<file path="src/rtl/uart_prog_loader.sv">
// uart_prog_loader: 8N1 UART receiver that assembles little-endian 32-bit words into instruction memory
// and holds the core in reset until the terminator word arrives.
module uart_prog_loader #(
  parameter int          CLKS_PER_BIT = 347,
  parameter int          ADDR_W       = 12,
  parameter logic [31:0] END_WORD     = 32'h0000_0FFF
) (
  input  logic              clk,
  input  logic              rst_l,
  input  logic              rx_i,
  output logic              prog_ready_o,
  output logic              mem_we_o,
  output logic [ADDR_W-1:0] mem_addr_o,
  output logic [31:0]       mem_wdata_o,
  output logic              core_rst_l_o,
  output logic              done_o,
  output logic              frame_err_o,
  output logic [ADDR_W-1:0] word_count_o
);
  typedef enum logic [1:0] {RX_IDLE, RX_START, RX_DATA, RX_STOP} rx_t;
  typedef enum logic {LD_RECV, LD_DONE} ld_t;
  localparam logic [15:0] FULL = 16'(CLKS_PER_BIT);
  localparam logic [15:0] HALF = 16'(CLKS_PER_BIT / 2);
  rx_t rx_st, rx_nxt;
  ld_t ld_st, ld_nxt;
  logic rx_m, rx_s, rx_p;
  logic [15:0] cnt;
  logic [2:0] bit_cnt;
  logic [7:0] sh;
  logic tick, byte_vld, ferr_set, last, we, ready, ferr;
  logic [1:0] byte_idx;
  logic [23:0] low;
  logic [31:0] full, wdata;
  logic [ADDR_W-1:0] addr;
  // rx_p holds the previous synchronized sample for start-edge detection
  always_ff @(posedge clk or negedge rst_l)
    if (!rst_l) {rx_p, rx_s, rx_m} <= 3'b111;
    else {rx_p, rx_s, rx_m} <= {rx_s, rx_m, rx_i};
  always_ff @(posedge clk or negedge rst_l)
    if (!rst_l) begin
      rx_st <= RX_IDLE;
      ld_st <= LD_RECV;
    end else begin
      rx_st <= rx_nxt;
      ld_st <= ld_nxt;
    end
  always_comb begin
    tick = cnt == 16'd1;
    rx_nxt = rx_st;
    byte_vld = 1'b0;
    ferr_set = 1'b0;
    case (rx_st)
      RX_IDLE:  if (rx_p && !rx_s) rx_nxt = RX_START;
      RX_START: if (tick) rx_nxt = rx_s ? RX_IDLE : RX_DATA;
      RX_DATA:  if (tick && bit_cnt == 3'd7) rx_nxt = RX_STOP;
      RX_STOP:  if (tick) begin
        rx_nxt = RX_IDLE;
        byte_vld = rx_s;
        ferr_set = !rx_s;
      end
      default:  rx_nxt = RX_IDLE;
    endcase
  end
  always_ff @(posedge clk or negedge rst_l)
    if (!rst_l) begin
      cnt <= HALF;
      bit_cnt <= 3'd0;
      sh <= 8'd0;
    end else begin
      cnt <= (rx_st == RX_IDLE) ? HALF : tick ? FULL : cnt - 16'd1;
      bit_cnt <= (rx_st != RX_DATA) ? 3'd0 : bit_cnt + 3'(tick);
      if (rx_st == RX_DATA && tick) sh <= {rx_s, sh[7:1]};
    end
  always_comb begin
    last = byte_vld && ld_st == LD_RECV && byte_idx == 2'd3;
    full = {sh, low};
    ld_nxt = (last && full == END_WORD) ? LD_DONE : ld_st;
  end
  // The fourth byte never lands in low; it goes straight into the compared/written word
  always_ff @(posedge clk or negedge rst_l)
    if (!rst_l) begin
      byte_idx <= 2'd0;
      low <= 24'd0;
      we <= 1'b0;
      wdata <= 32'd0;
      addr <= '0;
      ferr <= 1'b0;
      ready <= 1'b0;
    end else begin
      if (byte_vld && ld_st == LD_RECV) begin
        byte_idx <= byte_idx + 2'd1;
        if (byte_idx != 2'd3) low[{byte_idx, 3'b000} +: 8] <= sh;
      end
      we <= last && full != END_WORD;
      if (last && full != END_WORD) wdata <= full;
      if (we) addr <= addr + 1'b1;
      ferr <= ferr | ferr_set;
      ready <= ld_nxt == LD_RECV;
    end
  assign prog_ready_o = ready;
  assign mem_we_o = we;
  assign mem_addr_o = addr;
  assign mem_wdata_o = wdata;
  assign done_o = ld_st == LD_DONE;
  assign core_rst_l_o = ld_st == LD_DONE;
  assign frame_err_o = ferr;
  assign word_count_o = addr;
endmodule

</file>
<file path="config.mk">
export PLATFORM = sky130hd
export DESIGN_NAME = uart_prog_loader
export DESIGN_NICKNAME = d
export VERILOG_FILES = /design/src/rtl/uart_prog_loader.sv
export SDC_FILE = /design/constraint.sdc
export NUM_CORES = 1
export LEC_CHECK = 0
export CAP_MARGIN = 20
export CORE_AREA = 2 2 131 159
export DETAILED_ROUTE_END_ITERATION = 16
export DIE_AREA = 0 0 133 161
export GPL_ROUTABILITY_DRIVEN = 0
export PLACE_DENSITY = 0.52
export SETUP_SLACK_MARGIN = 0.1
export SLEW_MARGIN = 10
export SYNTH_ARGS = -nofsm -noshare
export SYNTH_HDL_FRONTEND = slang
export SYNTH_SLANG_ARGS = --single-unit
</file>
<file path="constraint.sdc">
create_clock -name clk -period 3.5 [get_ports clk]
set_clock_uncertainty 0.1 [all_clocks]
set_input_delay 0.7 -clock clk [delete_from_list [all_inputs] [get_ports clk]]
set_output_delay 0.7 -clock clk [all_outputs]
set_load 0.01 [all_outputs]
</file>
### Yosys cells after proc, flatten, opt, wreduce, memory -nomap -nowiden

Cells that the tools add are included.

* add/subtract/negate cells: 5
* eq/ne operators: 14
* shifts and indexed selects: 2
* mux-type cells: 15
* bitwise logic cells: 3
* reductions and logical operators: 11

Operators with widths (number)
* $eq 32x12->1 const B: 1
* $mux 16: 2
* $ne 32x12->1 const B: 1
* $bwmux 24: 1
* $shift 8x7->24 const A: 1
* $shiftx 8x7->24: 1
* $eq 16x1->1 const B: 1
* $sub 16x1->16 const B: 1
* $add 12x1->12 const B: 1
* $ne 2x2->1 const B: 6
* $mux 2: 5
* $pmux 2 s4: 1
* $logic_and 1x1->1: 7
* $neg 5->7: 1
* $eq 2x2->1 const B: 3
* $mux 1: 5
* $reduce_and 4->1: 1
* $add 3x1->3: 1
* $eq 3x3->1 const B: 1
* $mux 3: 1
* $add 2x1->2 const B: 1
* $eq 2x1->1 const B: 1
* $logic_not 2->1: 1
* $not 1->1: 2
* other kinds (3): 3

* bits in registers: 106
* input port bits: 3
* output and inout port bits: 61
* logic and storage cells: 65

### Longest topological paths before layout

Gate-level depths: netlist of run 1.

* depth after elaboration: 8
* gate-level depth with buffers: 9
* mapped depth without buffers: 9

### Least setup slack after synthesis of run 1

No wires, ideal clock.

* path type: register to register
* start point: reg sh[6]
* end point: reg wdata[10], in the netlist mem_wdata_o[10]
* arrival: 2.206 ns
* required time: 3.275 ns
* setup slack: 1.068 ns
* stages on the path, launching flop included: 6
* path buffers: 1
* period minus slack after synthesis: 2.432 ns
* cells stage by stage: dfrtp_1 -> or4_1 -> or4_4 -> o2111ai_4 -> buf_12 -> mux2_4

* cells in the longest elaborated chain, start to end: 2

Ends and longest elaborated chain
* from (decl): line 29 `logic [7:0] sh;`
* from (signal assigned): line 72 `if (rx_st == RX_DATA && tick) sh <= {rx_s, sh[7:1]};`
* $ne 32x12->1: line 95 `if (last && full != END_WORD) wdata <= full;`
* $logic_and 1x1->1: line 95
* to (signal assigned): line 95
* to (decl): line 33 `logic [31:0] full, wdata;`

Every way passes these cells.
A chain may end at the register's enable or synchronous reset.

### Final worst setup path of run 1

* start point: reg sh[6]
* end point: reg wdata[1], in the netlist mem_wdata_o[1]

Same word-level chain as after synthesis.

==> flow_results.xml, run 1 <==
<?xml version="1.0" encoding="UTF-8"?>
<metrics>
  <group name="clock_tree">
    <metric name="cts_tree" unit="">yes</metric>
    <metric name="ctsResizeCount" unit="">0</metric>
    <metric name="cts-root-to-sink-buffers" unit="">2</metric>
    <metric name="clock_tree.htree_level_count" unit="">3</metric>
    <metric name="post_cts.repair.setup_buffers" unit="">0</metric>
    <metric name="holdBufCountCts" unit="">0</metric>
    <metric name="numCtsBuffers" unit="">9</metric>
    <metric name="root_buffer" unit="">sky130_fd_sc_hd__clkbuf_16</metric>
    <metric name="clock_insertion_delay_at_the_later_pin_of_the_skew_report" unit="ps">340</metric>
    <metric name="numClockSinks" unit="">106</metric>
    <metric name="clk_pin_slew_worst_paths" unit="ps">70</metric>
  </group>
  <group name="power_and_ir_drop">
    <metric name="power_switching" unit="uW">494.5</metric>
    <metric name="cellInternalPower" unit="uW">1871</metric>
    <metric name="p_clk_share" unit="%">44.6</metric>
    <metric name="ir_worst_vdd" unit="uV">200.0</metric>
    <metric name="power.switching_fraction" unit="%">20.90</metric>
    <metric name="p_comb_share" unit="%">3.0</metric>
    <metric name="cellPowerDensity" unit="nW/um2">391.5</metric>
    <metric name="power.leakage" unit="uW">0.002872</metric>
    <metric name="total_power" unit="uW">2366</metric>
    <metric name="share_seq_of_total_power" unit="%">52.4</metric>
  </group>
  <group name="route">
    <metric name="detail_route.wl_per_cell" unit="um">13.25</metric>
    <metric name="wirelength" unit="um">9502</metric>
    <metric name="met2WireLength" unit="um">4993</metric>
    <metric name="routed_via_count" unit="">2995</metric>
    <metric name="met1_length" unit="um">4099</metric>
    <metric name="post_drt_via_cell_ratio" unit="">4.177</metric>
    <metric name="drt-initial-drc-count" unit="">164</metric>
    <metric name="top_signal_layer_used" unit="">met4</metric>
    <metric name="dr_wl_met3" unit="um">262</metric>
    <metric name="drtPass1Iterations" unit="">6</metric>
    <metric name="remaining_drc_errors" unit="">0</metric>
    <metric name="antenna_violating_nets_post_route" unit="">0</metric>
  </group>
  <group name="synthesis">
    <metric name="dominant_register_cell_in_the_synthesized_netlist" unit="">sky130_fd_sc_hd__dfrtp_1</metric>
    <metric name="synth_top_cells_by_area" unit="">sky130_fd_sc_hd__dfrtp_1 (50%), sky130_fd_sc_hd__mux2_4 (9.2%), sky130_fd_sc_hd__mux2_2 (5.1%), sky130_fd_sc_hd__dfstp_2 (4.3%), sky130_fd_sc_hd__mux2i_1 (3.3%)</metric>
    <metric name="yosysWarningCount" unit="">0</metric>
    <metric name="postSynthAreaPerCell" unit="um2">12.63</metric>
    <metric name="synth.cell_area" unit="um2">4888</metric>
    <metric name="synth_xor_xnor_area_share" unit="%">3.404</metric>
    <metric name="synth_enable_flop_cells" unit="">0</metric>
    <metric name="combinational_family_with_the_most_area_after_synthesis" unit="">multiplexers</metric>
    <metric name="yosys.area.top_type" unit="">sky130_fd_sc_hd__dfrtp_1</metric>
    <metric name="post_synth_inst_count" unit="">387</metric>
    <metric name="post_synthesis_adder_cell_area_fraction" unit="%">2.560</metric>
    <metric name="netlist.area_leader.share" unit="%">50.17</metric>
    <metric name="ffs_latches_synth" unit="">106</metric>
    <metric name="post_synth_mux_area_share" unit="%">17.56</metric>
    <metric name="synth_simple_gate_area_share" unit="%">12.59</metric>
    <metric name="yosys.cell_types.count" unit="">46</metric>
    <metric name="async_flop_share" unit="%">100.0</metric>
    <metric name="synth_compound_gate_area_share" unit="%">3.788</metric>
    <metric name="synth_fp_nets" unit="">400</metric>
    <metric name="synth.yosys.seq_area_share" unit="%">54.47</metric>
  </group>
  <group name="floorplanning">
    <metric name="floorplan.initialDensity" unit="%">24.57</metric>
    <metric name="core-area" unit="um2">19900</metric>
    <metric name="fp.dieW" unit="um">133</metric>
    <metric name="io_pins" unit="">64</metric>
    <metric name="die_h" unit="um">161</metric>
    <metric name="design.die.area" unit="um2">21410</metric>
    <metric name="rows" unit="">57</metric>
  </group>
  <group name="place">
    <metric name="hpwlAfterDp" unit="um">6785</metric>
    <metric name="dpl_worst_slack" unit="ps">907.2</metric>
    <metric name="portBuffers" unit="">63</metric>
  </group>
  <group name="critical_path">
    <metric name="crit_path_end_kind" unit="">flop</metric>
    <metric name="timing.rr.start" unit="">sh[6]</metric>
    <metric name="setup.worst_path.class" unit="">reg -&gt; reg</metric>
    <metric name="worst_setup_path_start_kind" unit="">flop</metric>
    <metric name="timing.rr.end" unit="">mem_wdata_o[1]</metric>
    <metric name="worstPathArrival" unit="ps">2730</metric>
    <metric name="required" unit="ps">3630</metric>
    <metric name="rr_worst_depth" unit="">5</metric>
    <metric name="rrSetupSlack" unit="ps">900</metric>
    <metric name="crit_path_max_fanout" unit="">16</metric>
  </group>
  <group name="timing">
    <metric name="clock.fmax" unit="MHz">384.6</metric>
    <metric name="slew_violations" unit="">0</metric>
    <metric name="hold_viol_final" unit="">0</metric>
    <metric name="finalWorstSetupSlack" unit="ps">900.1</metric>
    <metric name="tns" unit="ps">0</metric>
    <metric name="slew-limit-headroom" unit="%">62.43</metric>
    <metric name="final_period_minus_worst_setup_slack" unit="ps">2600</metric>
    <metric name="report.final.setup_viol" unit="">0</metric>
    <metric name="grt_setup_unrepaired" unit="">false</metric>
    <metric name="timing.hold.ws" unit="ps">257.3</metric>
    <metric name="timing_worst_slew_pin_value" unit="ps">563.6</metric>
    <metric name="min_period_over_period" unit="%">74.28</metric>
  </group>
  <group name="grt">
    <metric name="grt_start_max_net_pins" unit="">107</metric>
    <metric name="grt_total_ovfl" unit="">0</metric>
    <metric name="first_global_vias" unit="">3061</metric>
    <metric name="grt_use_total" unit="%">9.364</metric>
    <metric name="wire_length_of_the_first_global_routing_pass" unit="um">16040</metric>
    <metric name="grt_antenna_before_repair" unit="">0</metric>
  </group>
  <group name="hold_path">
    <metric name="min_delay_path_depth" unit="">0</metric>
    <metric name="worstHoldPathType" unit="">reg -&gt; reg</metric>
    <metric name="min_to" unit="">rx_s</metric>
    <metric name="worstHoldStart" unit="">rx_m</metric>
  </group>
  <group name="outcome">
    <metric name="run_status" unit="">completed</metric>
  </group>
  <group name="layout">
    <metric name="diodes" unit="">0</metric>
    <metric name="fin_nets" unit="">461</metric>
    <metric name="syn_to_layout_area_delta" unit="%">23.62</metric>
    <metric name="post_route_cells_drive_above_1_share" unit="%">20.58</metric>
    <metric name="filler_cell_count" unit="">1987</metric>
    <metric name="finish.utilization" unit="%">30.37</metric>
  </group>
  <group name="job">
    <metric name="drv_cap" unit="">0</metric>
  </group>
</metrics>
## metal layers
metal / track usage [%] / vias to the layer above
met5: 0 / -
met1: 11.24 / 1495
li1: - / 1447
met4: 3.372 / 0
met3: 2.197 / 14
met2: 16.37 / 39
## worst max-delay path, stage by stage (launching register included)
cell and delay [ps]:
sky130_fd_sc_hd__dfrtp_1 450, sky130_fd_sc_hd__or4_1 520, sky130_fd_sc_hd__or4_4 510, sky130_fd_sc_hd__o2111ai_4 200
sky130_fd_sc_hd__buf_4 330, sky130_fd_sc_hd__mux2_2 370
## registers in the layout, summed over array words and instances, names as in the netlist, 2 cells and up, named ones only
register / cells
byte_idx: 2
low: 24
cnt: 16
bit_cnt: 3
mem_addr_o: 12
sh: 8
mem_wdata_o: 32
## through the flow
stage / instance area (um2) / std cells
final: 6043 / 717
after global routing: 6043 / 717
after CTS: 6043 / 717
after detailed placement: 5736 / 702
after global placement: 5736 / 702
after floorplan: 4888 / 387
## kinds of logic (layout without fill, tap and decap cells)
| group | count (synthesis) | count (layout) |
|---|---|---|
| AO/OA/AOI/OAI | 27 | 27 |
| XOR/XNOR | 19 | 19 |
| adder cells (fa/ha/maj) | 10 | 10 |
| buffers and inverters | 47 | 112 |
| flip-flops | 106 | 106 |
| multiplexers | 68 | 68 |
| AND/OR/NAND/NOR | 110 | 110 |
## power groups by stage
| stage | Combinational [uW] | Sequential (uW) | Clock (uW) |
|---|---|---|---|
| after floorplan | 31.0 | 1260 | 0 |
| after global placement | 72.9 | 1260 | 0 |
| after detailed placement | 73.6 | 1260 | 0 |
| after CTS | 73.8 | 1240 | 1090 |
| after global routing | 80.8 | 1240 | 1140 |
| final | 69.8 | 1240 | 1060 |
## cell type report
| cell class | instances | area [um2] | share of cell area, % |
|---|---|---|---|
| multi-input combinational | 234 | 1951 | 32.28 |
| timing repair buffer | 69 | 685.7 | 11.35 |
| inverter | 28 | 105.1 | 1.739 |
| clock buffer | 9 | 225.2 | 3.727 |
| clock inverter | 6 | 82.58 | 1.366 |
| sequential | 106 | 2663 | 44.06 |
| tap | 265 | 331.6 | 5.487 |
## placed cells by master, fill, tap and decap left out, drive strengths merged, types with 2 or more instances in the layout
master         instances
a21oi                  9
a31oi                  2
and3                  10
and4b                  2
buf                    7
bufinv                 2
clkbuf                 9
clkdlybuf4s50         62
clkinv                 3
dfrtp                 98
dfstp                  8
ha                    10
inv                   28
mux2                  52
mux2i                 16
nand2                 29
nand2b                 4
nand3                  7
nand4                 10
nand4b                 2
nor2                  22
nor3                   3
nor3b                  3
nor4                   2
o21ai                  8
o31ai                  3
or3                    6
or4                    5
xnor2                 13
xor2                   6
## synth_stat cells, types with 2 or more instances
library cell               instances
sky130_fd_sc_hd__dfrtp_1          98
sky130_fd_sc_hd__mux2_4           30
sky130_fd_sc_hd__nand2_1          29
sky130_fd_sc_hd__inv_1            28
sky130_fd_sc_hd__mux2_2           22
sky130_fd_sc_hd__nor2_1           22
sky130_fd_sc_hd__mux2i_1          16
sky130_fd_sc_hd__buf_4            13
sky130_fd_sc_hd__xnor2_1          13
sky130_fd_sc_hd__ha_1             10
sky130_fd_sc_hd__a21oi_1           9
sky130_fd_sc_hd__and3_1            9
sky130_fd_sc_hd__dfstp_2           8
sky130_fd_sc_hd__nand3_1           7
sky130_fd_sc_hd__nand4_1           7
sky130_fd_sc_hd__o21ai_0           7
sky130_fd_sc_hd__or3_1             6
sky130_fd_sc_hd__xor2_1            6
sky130_fd_sc_hd__nand2b_1          4
sky130_fd_sc_hd__or4_1             4
sky130_fd_sc_hd__buf_12            3
sky130_fd_sc_hd__nand4_2           3
sky130_fd_sc_hd__o31ai_1           3
sky130_fd_sc_hd__a31oi_1           2
sky130_fd_sc_hd__and4b_1           2
sky130_fd_sc_hd__clkbuf_1          2
sky130_fd_sc_hd__nand4b_1          2
sky130_fd_sc_hd__nor3_1            2
sky130_fd_sc_hd__nor3b_1           2
sky130_fd_sc_hd__nor4_1            2
## how the worst max path moves through the flow
stage | endpoint | cells past startpoint | slack, ps | startpoint
2_1_floorplan | mem_wdata_o[10] | 5 | 1070 | sh[6]
3_3_place_gp | mem_wdata_o[0] | 5 | 930 | sh[3]
3_5_place_dp | mem_wdata_o[1] | 5 | 910 | sh[6]
4_1_cts | mem_wdata_o[1] | 5 | 900 | sh[6]
5_1_grt | byte_idx[1] | 4 | 770 | cnt[4]
6_report | mem_wdata_o[1] | 5 | 900 | sh[6]
(Power assumes the default switching activity.)
==> run 2: changes to the inputs <==
Clock period 3.5 ns to 2.6 ns, I/O delays scaled along.
==> flow_results.xml, run 2 (synthesis gave the netlist of run 1 again) <==
<?xml version="1.0" encoding="UTF-8"?>
<metrics>
  <group name="outcome">
    <metric name="run_status" unit="">completed</metric>
  </group>
  <group name="critical_path">
    <metric name="timing.rr.start" unit="">sh[5]</metric>
    <metric name="worstPathArrival" unit="ps">2630</metric>
    <metric name="crit_path_end_kind" unit="">flop</metric>
    <metric name="required" unit="ps">2730</metric>
    <metric name="crit_path_max_fanout" unit="">8</metric>
    <metric name="rrSetupSlack" unit="ps">100</metric>
    <metric name="setup.worst_path.class" unit="">reg -&gt; reg</metric>
    <metric name="timing.rr.end" unit="">mem_wdata_o[28]</metric>
    <metric name="rr_worst_depth" unit="">6</metric>
    <metric name="worst_setup_path_start_kind" unit="">flop</metric>
  </group>
  <group name="layout">
    <metric name="finish.utilization" unit="%">31.38</metric>
    <metric name="mostFrequentLayoutCell" unit="">sky130_fd_sc_hd__dfrtp_1</metric>
    <metric name="fin_area" unit="um2">6245</metric>
    <metric name="diodes" unit="">0</metric>
    <metric name="post_route_cells_drive_above_1_share" unit="%">23.84</metric>
    <metric name="syn_to_layout_area_delta" unit="%">27.75</metric>
    <metric name="fin_nets" unit="">482</metric>
    <metric name="layout_common_cells" unit="">sky130_fd_sc_hd__dfrtp_1 (98), sky130_fd_sc_hd__clkdlybuf4s50_1 (62), sky130_fd_sc_hd__mux2_4 (30), sky130_fd_sc_hd__nand2_1 (29), sky130_fd_sc_hd__inv_1 (28)</metric>
    <metric name="largest_register_ff_count" unit="">32</metric>
  </group>
  <group name="route">
    <metric name="drtPass1Iterations" unit="">4</metric>
    <metric name="routed_via_count" unit="">3093</metric>
    <metric name="drt-initial-drc-count" unit="">115</metric>
    <metric name="post_drt_via_cell_ratio" unit="">4.185</metric>
    <metric name="remaining_drc_errors" unit="">0</metric>
    <metric name="antenna_violating_nets_post_route" unit="">0</metric>
    <metric name="wirelength" unit="um">10080</metric>
    <metric name="detail_route.wl_per_cell" unit="um">13.64</metric>
  </group>
  <group name="job">
    <metric name="drv_cap" unit="">0</metric>
  </group>
  <group name="power_and_ir_drop">
    <metric name="power.leakage" unit="uW">0.002997</metric>
    <metric name="ir_worst_vdd" unit="uV">275.8</metric>
    <metric name="cellPowerDensity" unit="nW/um2">488.9</metric>
  </group>
  <group name="timing">
    <metric name="timing_worst_slew_pin_value" unit="ps">525.8</metric>
    <metric name="report.final.setup_viol" unit="">0</metric>
    <metric name="clock.fmax" unit="MHz">399.6</metric>
    <metric name="slew-limit-headroom" unit="%">64.94</metric>
    <metric name="hold_viol_final" unit="">0</metric>
    <metric name="min_period_over_period" unit="%">96.26</metric>
    <metric name="final_period_minus_worst_setup_slack" unit="ps">2503</metric>
    <metric name="grt_setup_unrepaired" unit="">true</metric>
    <metric name="tns" unit="ps">0</metric>
    <metric name="slew_violations" unit="">0</metric>
  </group>
  <group name="clock_tree">
    <metric name="root_buffer" unit="">sky130_fd_sc_hd__clkbuf_16</metric>
    <metric name="cts-root-to-sink-buffers" unit="">2</metric>
    <metric name="numCtsBuffers" unit="">9</metric>
    <metric name="holdBufCountCts" unit="">0</metric>
    <metric name="clock_insertion_delay_at_the_later_pin_of_the_skew_report" unit="ps">340</metric>
    <metric name="numClockSinks" unit="">106</metric>
    <metric name="clk_pin_slew_worst_paths" unit="ps">70</metric>
    <metric name="cts_tree" unit="">yes</metric>
    <metric name="clock_tree.htree_level_count" unit="">3</metric>
  </group>
  <group name="floorplanning">
    <metric name="fp.dieW" unit="um">133</metric>
    <metric name="rows" unit="">57</metric>
    <metric name="io_pins" unit="">64</metric>
    <metric name="floorplan.initialDensity" unit="%">24.57</metric>
    <metric name="core-area" unit="um2">19900</metric>
    <metric name="design.die.area" unit="um2">21410</metric>
    <metric name="die_h" unit="um">161</metric>
  </group>
  <group name="grt">
    <metric name="grt_total_ovfl" unit="">0</metric>
    <metric name="grt_start_max_net_pins" unit="">41</metric>
    <metric name="wire_length_of_the_first_global_routing_pass" unit="um">16660</metric>
    <metric name="grt_use_total" unit="%">9.851</metric>
    <metric name="first_global_vias" unit="">3194</metric>
    <metric name="grt_antenna_before_repair" unit="">0</metric>
  </group>
  <group name="place">
    <metric name="portBuffers" unit="">63</metric>
    <metric name="placed_area" unit="um2">5896</metric>
    <metric name="hpwlAfterDp" unit="um">7244</metric>
  </group>
  <group name="hold_path">
    <metric name="worstHoldPathType" unit="">in -&gt; async</metric>
  </group>
</metrics>
==> run 2: how the worst max path moves through the flow <==
stage	start	endpoint	slack [ps]	cells after the start
after floorplan	sh[6]	mem_wdata_o[10]	170	5
after global placement	sh[0]	mem_wdata_o[0]	170	5
after detailed placement	sh[0]	mem_wdata_o[1]	140	5
after CTS	sh[0]	mem_wdata_o[1]	140	5
after global routing	sh[5]	mem_wdata_o[27]	60	6
final	sh[5]	mem_wdata_o[28]	100	6
==> run 2: stage by stage <==
step / std cells / setup WS, ps / total power [uW] / hold slack [ps]
3_5_place_dp: 720 / 141.5 / 1804 / 249.3
6_report: 739 / 97.34 / 3053 / 43.04
3_3_place_gp: 720 / 169.5 / 1802 / 249.3
4_1_cts: 736 / 136.9 / 3106 / 53.96
5_1_grt: 739 / 62.33 / 3192 / 79.39
2_1_floorplan: 387 / 168.5 / 1740 / 124.4
==> run 2: power by group <==
group | switching (uW) | internal [uW]
clock | 601 | 683
combinational | 70.0 | 29.6
sequential | 9.12 | 1660
==> run 2: final cells by class <==
cell class              instances  area, um2
clock buffers                  13      250.2
multi-input cells             234       1954
flip-flops and latches        106       2663
well taps                     265      331.6
clock inverters                 3      25.02
inverters                      28      105.1
fillers                      1997      13650
repair buffers                 90      915.9
==> run 2: worst max-delay path: stages (launching register included) <==
cell and delay (ps):
sky130_fd_sc_hd__dfrtp_1 380, sky130_fd_sc_hd__or4_4 540, sky130_fd_sc_hd__or4_4 520, sky130_fd_sc_hd__o2111ai_4 230, sky130_fd_sc_hd__buf_12 160, sky130_fd_sc_hd__clkbuf_16 160
sky130_fd_sc_hd__mux2_4 300
==> run 2: routing by layer <==
| metal | global-route usage [%] | routed length (um) |
|---|---|---|
| met5 | 0 | 0 |
| met4 | 3.324 | 151 |
| met3 | 2.637 | 281 |
| met2 | 17.66 | 5400 |
| met1 | 11.33 | 4243 |
==> run 2: what timing repair did <==
action	CTS	global route
resized for setup	0	1
buffers inserted	0	1
hold endpoints to repair	0	0
endpoints found under the setup margin	0	39
